===== config.mk =====
export PLATFORM = sky130hd
export DESIGN_NAME = vlane_wb_arbiter
export DESIGN_NICKNAME = d
export VERILOG_FILES = /design/src/rtl/vlane_wb_arbiter.sv
export SDC_FILE = /design/constraint.sdc
export NUM_CORES = 1
export LEC_CHECK = 0
export ABC_CLOCK_PERIOD_IN_PS = 3300
export BUFFER_PORTS_ARGS = -buffer_cell sky130_fd_sc_hd__buf_2
export CAP_MARGIN = 40
export CELL_PAD_IN_SITES_DETAIL_PLACEMENT = 1
export CELL_PAD_IN_SITES_GLOBAL_PLACEMENT = 1
export CORE_ASPECT_RATIO = 2
export CORE_MARGIN = 2
export CORE_UTILIZATION = 35
export CTS_CLUSTER_DIAMETER = 120
export DETAILED_ROUTE_END_ITERATION = 8
export HOLD_SLACK_MARGIN = 0.1
export PLACE_DENSITY = 0.61
export REMOVE_ABC_BUFFERS = 1
export SLEW_MARGIN = 20
export SYNTH_ARGS = -nofsm -noshare
export SYNTH_HDL_FRONTEND = slang
export SYNTH_SLANG_ARGS = --single-unit

===== constraint.sdc =====
create_clock -name clk -period 3.3 [get_ports clk]
set_input_delay 0.33 -clock clk [delete_from_list [all_inputs] [get_ports clk]]
set_output_delay 0.33 -clock clk [all_outputs]
set_load 0.03 [all_outputs]

===== src/rtl/vlane_wb_arbiter.sv =====
// Writeback arbiter for one vector lane: EX results vs. buffered load returns on one RF write port.
// Optional macro VLANE_WB_BYPASS_EN lets a load skip the buffer when the lane is otherwise idle.
module vlane_wb_arbiter #(
  parameter int unsigned DATA_WIDTH   = 64,
  parameter int unsigned FIFO_DEPTH   = 4,
  parameter int unsigned STARVE_LIMIT = 3
) (
  input  logic                         clk,
  input  logic                         rst,
  input  logic                         ex_valid,
  input  logic [DATA_WIDTH-1:0]        ex_data,
  input  logic [4:0]                   ex_dest,
  output logic                         ex_ready,
  input  logic                         ld_valid,
  input  logic [DATA_WIDTH-1:0]        ld_data,
  input  logic [4:0]                   ld_dest,
  output logic                         ld_ready,
  output logic                         wb_en,
  output logic [DATA_WIDTH-1:0]        wb_data,
  output logic [4:0]                   wb_dest,
  output logic                         wb_is_load,
  output logic [$clog2(FIFO_DEPTH):0]  fifo_count
);

  localparam int unsigned PtrW    = $clog2(FIFO_DEPTH);
  localparam int unsigned CntW    = PtrW + 1;
  localparam int unsigned StarveW = (STARVE_LIMIT > 0) ? $clog2(STARVE_LIMIT + 1) : 1;

  logic [DATA_WIDTH-1:0] data_mem_q [FIFO_DEPTH];
  logic [4:0]            dest_mem_q [FIFO_DEPTH];

  logic [PtrW-1:0]       wr_ptr_q, wr_ptr_d;
  logic [PtrW-1:0]       rd_ptr_q, rd_ptr_d;
  logic [CntW-1:0]       count_q, count_d;
  logic [StarveW-1:0]    starve_q, starve_d;

  logic                  wb_en_q, wb_en_d;
  logic                  wb_is_load_q, wb_is_load_d;
  logic [DATA_WIDTH-1:0] wb_data_q, wb_data_d;
  logic [4:0]            wb_dest_q, wb_dest_d;

  logic fifo_full, fifo_empty, starved;
  logic load_grant, bypass_grant, ex_grant;
  logic push, pop;

  assign fifo_full  = (count_q == CntW'(FIFO_DEPTH));
  assign fifo_empty = (count_q == '0);
  assign starved    = (starve_q == StarveW'(STARVE_LIMIT));

  // Grant decode; everything is forced idle while rst is high.
  always_comb begin
    ld_ready     = ~rst & ~fifo_full;
    load_grant   = ~rst & ~fifo_empty & (~ex_valid | starved | fifo_full);
    bypass_grant = 1'b0;
`ifdef VLANE_WB_BYPASS_EN
    bypass_grant = ~rst & fifo_empty & ~ex_valid & ld_valid;
`endif
    ex_grant     = ~rst & ex_valid & ~load_grant;
    ex_ready     = ex_grant;
    push         = ld_valid & ld_ready & ~bypass_grant;
    pop          = load_grant;
  end

  always_comb begin
    wr_ptr_d = wr_ptr_q;
    rd_ptr_d = rd_ptr_q;
    count_d  = count_q;
    starve_d = starve_q;
    if (push) wr_ptr_d = wr_ptr_q + PtrW'(1);
    if (pop)  rd_ptr_d = rd_ptr_q + PtrW'(1);
    if (push && !pop) begin
      count_d = count_q + CntW'(1);
    end else if (pop && !push) begin
      count_d = count_q - CntW'(1);
    end
    if (fifo_empty || load_grant) begin
      starve_d = '0;
    end else if (ex_grant && !starved) begin
      starve_d = starve_q + StarveW'(1);
    end
  end

  // Data/dest hold their last value on idle cycles.
  always_comb begin
    wb_en_d      = load_grant | bypass_grant | ex_grant;
    wb_is_load_d = load_grant | bypass_grant;
    wb_data_d    = wb_data_q;
    wb_dest_d    = wb_dest_q;
    if (load_grant) begin
      wb_data_d = data_mem_q[rd_ptr_q];
      wb_dest_d = dest_mem_q[rd_ptr_q];
    end else if (bypass_grant) begin
      wb_data_d = ld_data;
      wb_dest_d = ld_dest;
    end else if (ex_grant) begin
      wb_data_d = ex_data;
      wb_dest_d = ex_dest;
    end
  end

  always_ff @(posedge clk) begin
    if (rst) begin
      wr_ptr_q     <= '0;
      rd_ptr_q     <= '0;
      count_q      <= '0;
      starve_q     <= '0;
      wb_en_q      <= 1'b0;
      wb_is_load_q <= 1'b0;
      wb_data_q    <= '0;
      wb_dest_q    <= '0;
    end else begin
      wr_ptr_q     <= wr_ptr_d;
      rd_ptr_q     <= rd_ptr_d;
      count_q      <= count_d;
      starve_q     <= starve_d;
      wb_en_q      <= wb_en_d;
      wb_is_load_q <= wb_is_load_d;
      wb_data_q    <= wb_data_d;
      wb_dest_q    <= wb_dest_d;
    end
  end

  always_ff @(posedge clk) begin
    if (push) begin
      data_mem_q[wr_ptr_q] <= ld_data;
      dest_mem_q[wr_ptr_q] <= ld_dest;
    end
  end

  assign wb_en      = wb_en_q;
  assign wb_is_load = wb_is_load_q;
  assign wb_data    = wb_data_q;
  assign wb_dest    = wb_dest_q;
  assign fifo_count = count_q;

`ifndef SYNTHESIS
  // A load offered while the buffer is full is lost; upstream must honour ld_ready.
  always_ff @(posedge clk) begin
    assert (rst || !ld_valid || ld_ready)
      else $error("vlane_wb_arbiter: ld_valid asserted while ld_ready=0, load dropped");
  end
`endif

endmodule


==> flow_metrics.tcl, run 1 <==
set metrics [dict create \
    cts_made_buffers 31 \
    min_from "ex_data[6]" \
    via_count 7721 \
    timing.hold.ws_ps 121 \
    clockBufferDepth 3 \
    clock_latency_ps 570 \
    crit_start "rst" \
    synth_warnings 0 \
    synth_ff_type "edfxtp_1" \
    initialDrtViolationCount 288 \
    worst_clock_skew_ps 12.4 \
    antenna_found_initial 2 \
    setup_ws_ps 753 \
    cp_max_fo 48 \
    pin_count 218 \
    ys_types 30 \
    drive_above_1_share_pct 34.8 \
    hpwlAfterDp_mm 20.1 \
    p_seq_share_pct 44.0 \
    p_leak_nw 6.34 \
    drv_cap 0 \
    rows 102 \
    finalSetupViolations 0 \
    ff_latch_area_um2 9940 \
    post-route-util_pct 45.3 \
    fin_cells 1601 \
    grt_max_degree 141 \
    hold_viol 0 \
    routed_wl_mm 32.0 \
    fp.dieW_um 143 \
    track_usage_pct 15.9 \
    nets 1203 \
    fin_crit_sh_pct 77.2 \
    outcome "finished clean" \
    power_frac_comb_pct 27.0 \
    multi_input_area_um2 3400 \
    wl_per_cell_um 20.0 \
    synth-seq-cells 358 \
    start_util_pct 35.3 \
    synth_edf_count 276 \
    startpoint_type "input port" \
    grt_pass1_wl_mm 48.6 \
    syn-cell-area_um2 13600 \
    r2r-start "fifo_count[0]" \
    slew_headroom_pct 53.3 \
    crit_type "input port to output pin" \
    tritoncts "done" \
    hold_class "input port to flop" \
    syn_to_final_growth_pct 28.5 \
    crit_path_end_kind "output pin" \
    grt_overflow 0 \
    arrival_ps 2220 \
    clkPwrFrac_pct 29.0 \
    postLayoutCellArea_um2 17500 \
    io_buffers 217 \
    sw_frac_of_total_pct 31.9 \
    viasPerCell 4.82 \
    place.gp.congestion 0.731 \
    fmax_mhz 393 \
    dieArea_um2 40500 \
    post_dp_cell_area_um2 15300 \
    pre_cts_slack_ps 806 \
    ant_nets 0 \
    die_y_um 283 \
    synthArstFlopShare_pct 0 \
    syn_area_per_cell_um2 18.6 \
    dp_cells 1436 \
    min_period_ps 2550 \
    postCtsSetupBuffers 0 \
    slew_violations 0 \
    tns_ps 0 \
    rsz0062_at_grt "no" \
    power_switching_mw 4.22 \
    cts.clk_slew.worst_paths_ps 70 \
    cts_num_sinks 358 \
    synth_cells 730 \
    p_int_mw 9.01 \
    fill_cells 3821 \
    core_um2 38500 \
    max-vdd-ir-drop_mv 0.584 \
    p_per_area_nw_per_um2 757 \
    htreeDepth 1 \
    drc 0 \
    worst_ep_required_time_ps 2970 \
    power_mw 13.2 \
    seq_area_frac_synth_pct 73.1 \
    grt_pass1_vias 8498 \
    cts_root_buf "clkbuf_16" \
    dr.pass1.iters 4 \
    tightest_slew_ps 701 \
]
## power groups by stage
| stage | clock network, mW | logic [mW] | registers (mW) |
|---|---|---|---|
| floorplan | 0 | 1.36 | 6.19 |
| global placement | 0 | 3.51 | 5.91 |
| detailed placement | 0 | 3.54 | 5.93 |
| CTS | 3.95 | 3.66 | 5.84 |
| global route | 4.11 | 3.86 | 5.90 |
| finish | 3.84 | 3.57 | 5.82 |
## cell families (layout without fill, tap and decap cells)
family | count (synthesis) | in the layout | share of synthesized area [%]
DFF | 358 | 358 | 73.1
muxes | 141 | 141 | 16.7
and+or+nand+nor | 90 | 90 | 2.74
AOI/OAI and AO/OA | 76 | 76 | 4.44
buffers and inverters | 54 | 403 | 2.06
adders and majority gates | 7 | 7 | 0.700
xor gates and xnor gates | 4 | 4 | 0.258
other | 0 | 2 | 0
## critical path, stage by stage
cell and delay [ps]:
dlygate4sd3_1 560, buf_4 150, buf_4 410, buf_16 300
nand2b_1 190, nor2_1 50, buf_2 180
## worst paths after layout
check	slack, ps	endpoint	cells past startpoint
max	750	ex_ready	7
min	120	wb_data[6]	3
max reg2reg	810	fifo_count[2]	8
min reg2reg	440	starve_q[0]	1
## placed cells by master (no fill, tap or decap), types with 2 or more instances in the layout
cell | netlist | layout
mux4_2 | 69 | 69
xnor2_1 | 2 | 2
ha_1 | 6 | 6
diode_2 | 0 | 2
clkinv_1 | 0 | 2
bufinv_16 | 0 | 5
clkbuf_8 | 0 | 2
dlygate4sd3_1 | 0 | 105
dfxtp_1 | 82 | 80
nand2b_1 | 2 | 2
a211oi_1 | 61 | 61
buf_12 | 0 | 6
edfxtp_1 | 276 | 276
inv_1 | 5 | 5
dfxtp_4 | 0 | 2
nor2_1 | 78 | 78
clkbuf_1 | 14 | 2
buf_2 | 23 | 215
or3_1 | 2 | 2
clkinvlp_4 | 0 | 3
inv_6 | 0 | 3
buf_4 | 7 | 12
a211oi_2 | 9 | 9
a21oi_1 | 3 | 3
mux2i_1 | 71 | 70
and2_4 | 0 | 4
xor2_1 | 2 | 2
clkinv_2 | 0 | 8
clkbuf_16 | 0 | 31
## final cells by class
| class | count | share of cell area (%) |
|---|---|---|
| Sequential cell | 358 | 56.9 |
| Multi-Input combinational cell | 318 | 19.5 |
| Timing Repair Buffer | 339 | 13.5 |
| Clock buffer | 35 | 4.64 |
| Tap cell | 520 | 3.72 |
| Clock inverter | 23 | 1.55 |
| Inverter | 6 | 0.129 |
| Antenna cell | 2 | 0.0287 |
## what timing repair did
action                                 CTS  global route
endpoints found under the hold margin  311             1
hold buffers                           104             1
resized for setup                        0             0
## sequential cells by signal, summed over array words and instances (netlist names), named ones only
signal	cells
wb_en	1
fifo_count	3
data_mem_q	256
starve_q	2
wb_data	64
rd_ptr_q	2
wr_ptr_q	2
wb_dest	5
wb_is_load	1
dest_mem_q	20
## synth_stat cells, drive strengths merged (2+ instances only)
master	count	area share (%)
a211oi	70	4.2
a21oi	3	0.11
and2	4	0.18
buf	34	1.5
clkbuf	14	0.39
dfxtp	82	12
edfxtp	276	61
ha	6	0.55
inv	6	0.17
mux2i	71	5.2
mux4	69	11
nand2b	2	0.092
nor2	79	2.2
o21ai	2	0.074
or3	2	0.092
xnor2	2	0.13
xor2	2	0.13
## routing by layer
| layer | global-route usage (%) | wire length [um] | part of all wire, % | up-vias |
|---|---|---|---|---|
| met2 | 30.5 | 18000 | 56 | 192 |
| met5 | 0 | 0 | 0 | - |
| met4 | 5.40 | 868 | 2.7 | 0 |
| li1 | - | - | - | 3551 |
| met1 | 17.9 | 11900 | 37 | 3924 |
| met3 | 1.89 | 1200 | 3.7 | 54 |
Power figures use the tool's default switching activity.
==> run 2: changes to the inputs <==
ABC_CLOCK_PERIOD_IN_PS = 2000   (was 3300)
PLACE_DENSITY = 0.63   (was 0.61)
clock period = 2 ns   (was 3.3 ns; I/O delays follow)
==> flow_metrics.tcl, run 2 (synthesis gave the netlist of run 1 again) <==
set metrics [dict create \
    outcome "finished, violations left" \
    violations "negative setup slack" \
    grt_max_degree 72 \
    htreeDepth 2 \
    cts_root_buf "clkbuf_16" \
    multi_input_area_um2 3460 \
    timing.hold.ws_ps 140 \
    dr.pass1.iters 4 \
    tritoncts "done" \
    cts.clk_slew.worst_paths_ps 70 \
    hpwlAfterDp_mm 20.3 \
    startpoint_type "flop" \
    drc 0 \
    dp_cells 1454 \
    ant_nets 0 \
    grt_pass1_wl_mm 49.8 \
    p_leak_nw 6.61 \
    power_switching_mw 7.02 \
    start_util_pct 35.3 \
    fin_cells 1657 \
    fp.dieW_um 143 \
    sw_frac_of_total_pct 31.5 \
    grt_overflow 0 \
    finalSetupViolations 2 \
    cp_max_fo 2 \
    ff_latch_area_um2 9940 \
    power_mw 22.3 \
    pre_cts_slack_ps -243 \
    hold_viol 0 \
    via_count 7925 \
    fin_crit_sh_pct 104 \
    rows 102 \
    cts_made_buffers 34 \
    path_buf_inv 2 \
    syn_to_final_growth_pct 33.8 \
    slew_violations 0 \
    p_seq_share_pct 42.3 \
    antenna_found_initial 1 \
    largest_register "data_mem_q" \
    p_int_mw 15.3 \
    setup_ws_ps -81.8 \
    p_per_area_nw_per_um2 1230 \
    tightest_slew_ps 700 \
    arrival_ps 2540 \
    slowest_delay_ps 340 \
    final_cell_mix "edfxtp_1 (276), buf_2 (214), dlygate4sd3_1 (139)" \
    power_frac_comb_pct 28.8 \
    clock_latency_ps 520 \
    track_usage_pct 16.3 \
    worst_ep_required_time_ps 2460 \
    critical-path-top-delay-family "adder cells" \
    largest_reg_flops 256 \
    hold_class "input port to flop" \
    drv_cap 0 \
    clockBufferDepth 3 \
    fmax_mhz 480 \
    nets 1260 \
    rsz0062_at_grt "yes" \
    grt_pass1_vias 8991 \
    max-vdd-ir-drop_mv 0.688 \
    pin_count 218 \
    crit_path_end_kind "flop" \
    fill_cells 3765 \
    routed_wl_mm 32.6 \
    worst_clock_skew_ps 15.9 \
    clkPwrFrac_pct 28.9 \
    die_y_um 283 \
    place.gp.congestion 0.698 \
    slowest_stage "dfxtp_2" \
    core_um2 38500 \
    final_common_cell "edfxtp_1" \
    path_cells "ha_4 > nand2b_4 > mux2i_4 > nor2_2 > inv_2 > ha_4 > inv_2 > fa_2 > xor2_1 > or3_1 > a21oi_2" \
    viasPerCell 4.78 \
    io_buffers 217 \
    wl_per_cell_um 19.7 \
    slew_headroom_pct 53.4 \
    initialDrtViolationCount 260 \
    drive_above_1_share_pct 35.7 \
    min_period_ps 2080 \
    cts_num_sinks 358 \
    crit_type "flop to flop" \
    dieArea_um2 40500 \
]
-- run 2: stage by stage --
| stage | TNS [ps] | cell area, um2 | utilization [%] |
|---|---|---|---|
| final | -96.5 | 18200 | 47.2 |
| after global routing | -326 | 18200 | 47.2 |
| after CTS | -145 | 18200 | 47.1 |
| after detailed placement | -2390 | 15600 | 40.4 |
| after global placement | -213 | 15600 | 40.4 |
| after floorplan | -706250 | 13300 | - |
-- run 2: worst paths after layout --
path	startpoint	to	slack, ps	cells past startpoint
hold reg to reg	starve_q[0]	starve_q[0]	450	1
setup reg to reg	starve_q[0]	fifo_count[2]	-80	11
hold / removal	ex_valid	wb_is_load	140	4
setup / recovery	starve_q[0]	fifo_count[2]	-80	11
-- run 2: worst reg2reg max path, stage by stage, from the launching register on --
cell and delay, ps:
dfxtp_2 340, ha_4 160, nand2b_4 140, mux2i_4 150, nor2_2 70, inv_2 60
ha_4 130, inv_2 40, fa_2 320, xor2_1 170, or3_1 330, a21oi_2 110
-- run 2: power by group through the flow --
stage,clock network [mW],registers (mW),logic (mW)
finish,6.45,9.44,6.43
global route,6.89,9.54,6.96
CTS,6.66,9.44,6.55
detailed placement,0,9.59,6.22
global placement,0,9.54,6.15
floorplan,0,9.75,1.84
-- run 2: timing repair --
action	4_1_cts	5_1_grt
endpoints found under the hold margin	346	0
pin swaps	4	3
gates resized for setup	15	5
hold buffers	139	0
endpoints found under the setup margin	38	5
buffers inserted	1	1
-- run 2: routing by layer --
metal,vias to the layer above,part of all wire [%],track usage [%],routed length [um]
met5,-,0,0,0
met4,0,2.2,4.98,713
met3,42,2.8,2.19,925
met2,166,59,32.7,19100
met1,4049,36,17.2,11900
li1,3668,-,-,-
-- run 2: layout make-up --
class | instances | share of cell area (%)
sequential | 358 | 54.7
antenna | 1 | 0.0138
tap | 520 | 3.58
inverter | 6 | 0.124
timing repair buffer | 393 | 16.4
multi-input combinational | 318 | 19.0
clock inverter | 12 | 0.695
clock buffer | 49 | 5.44
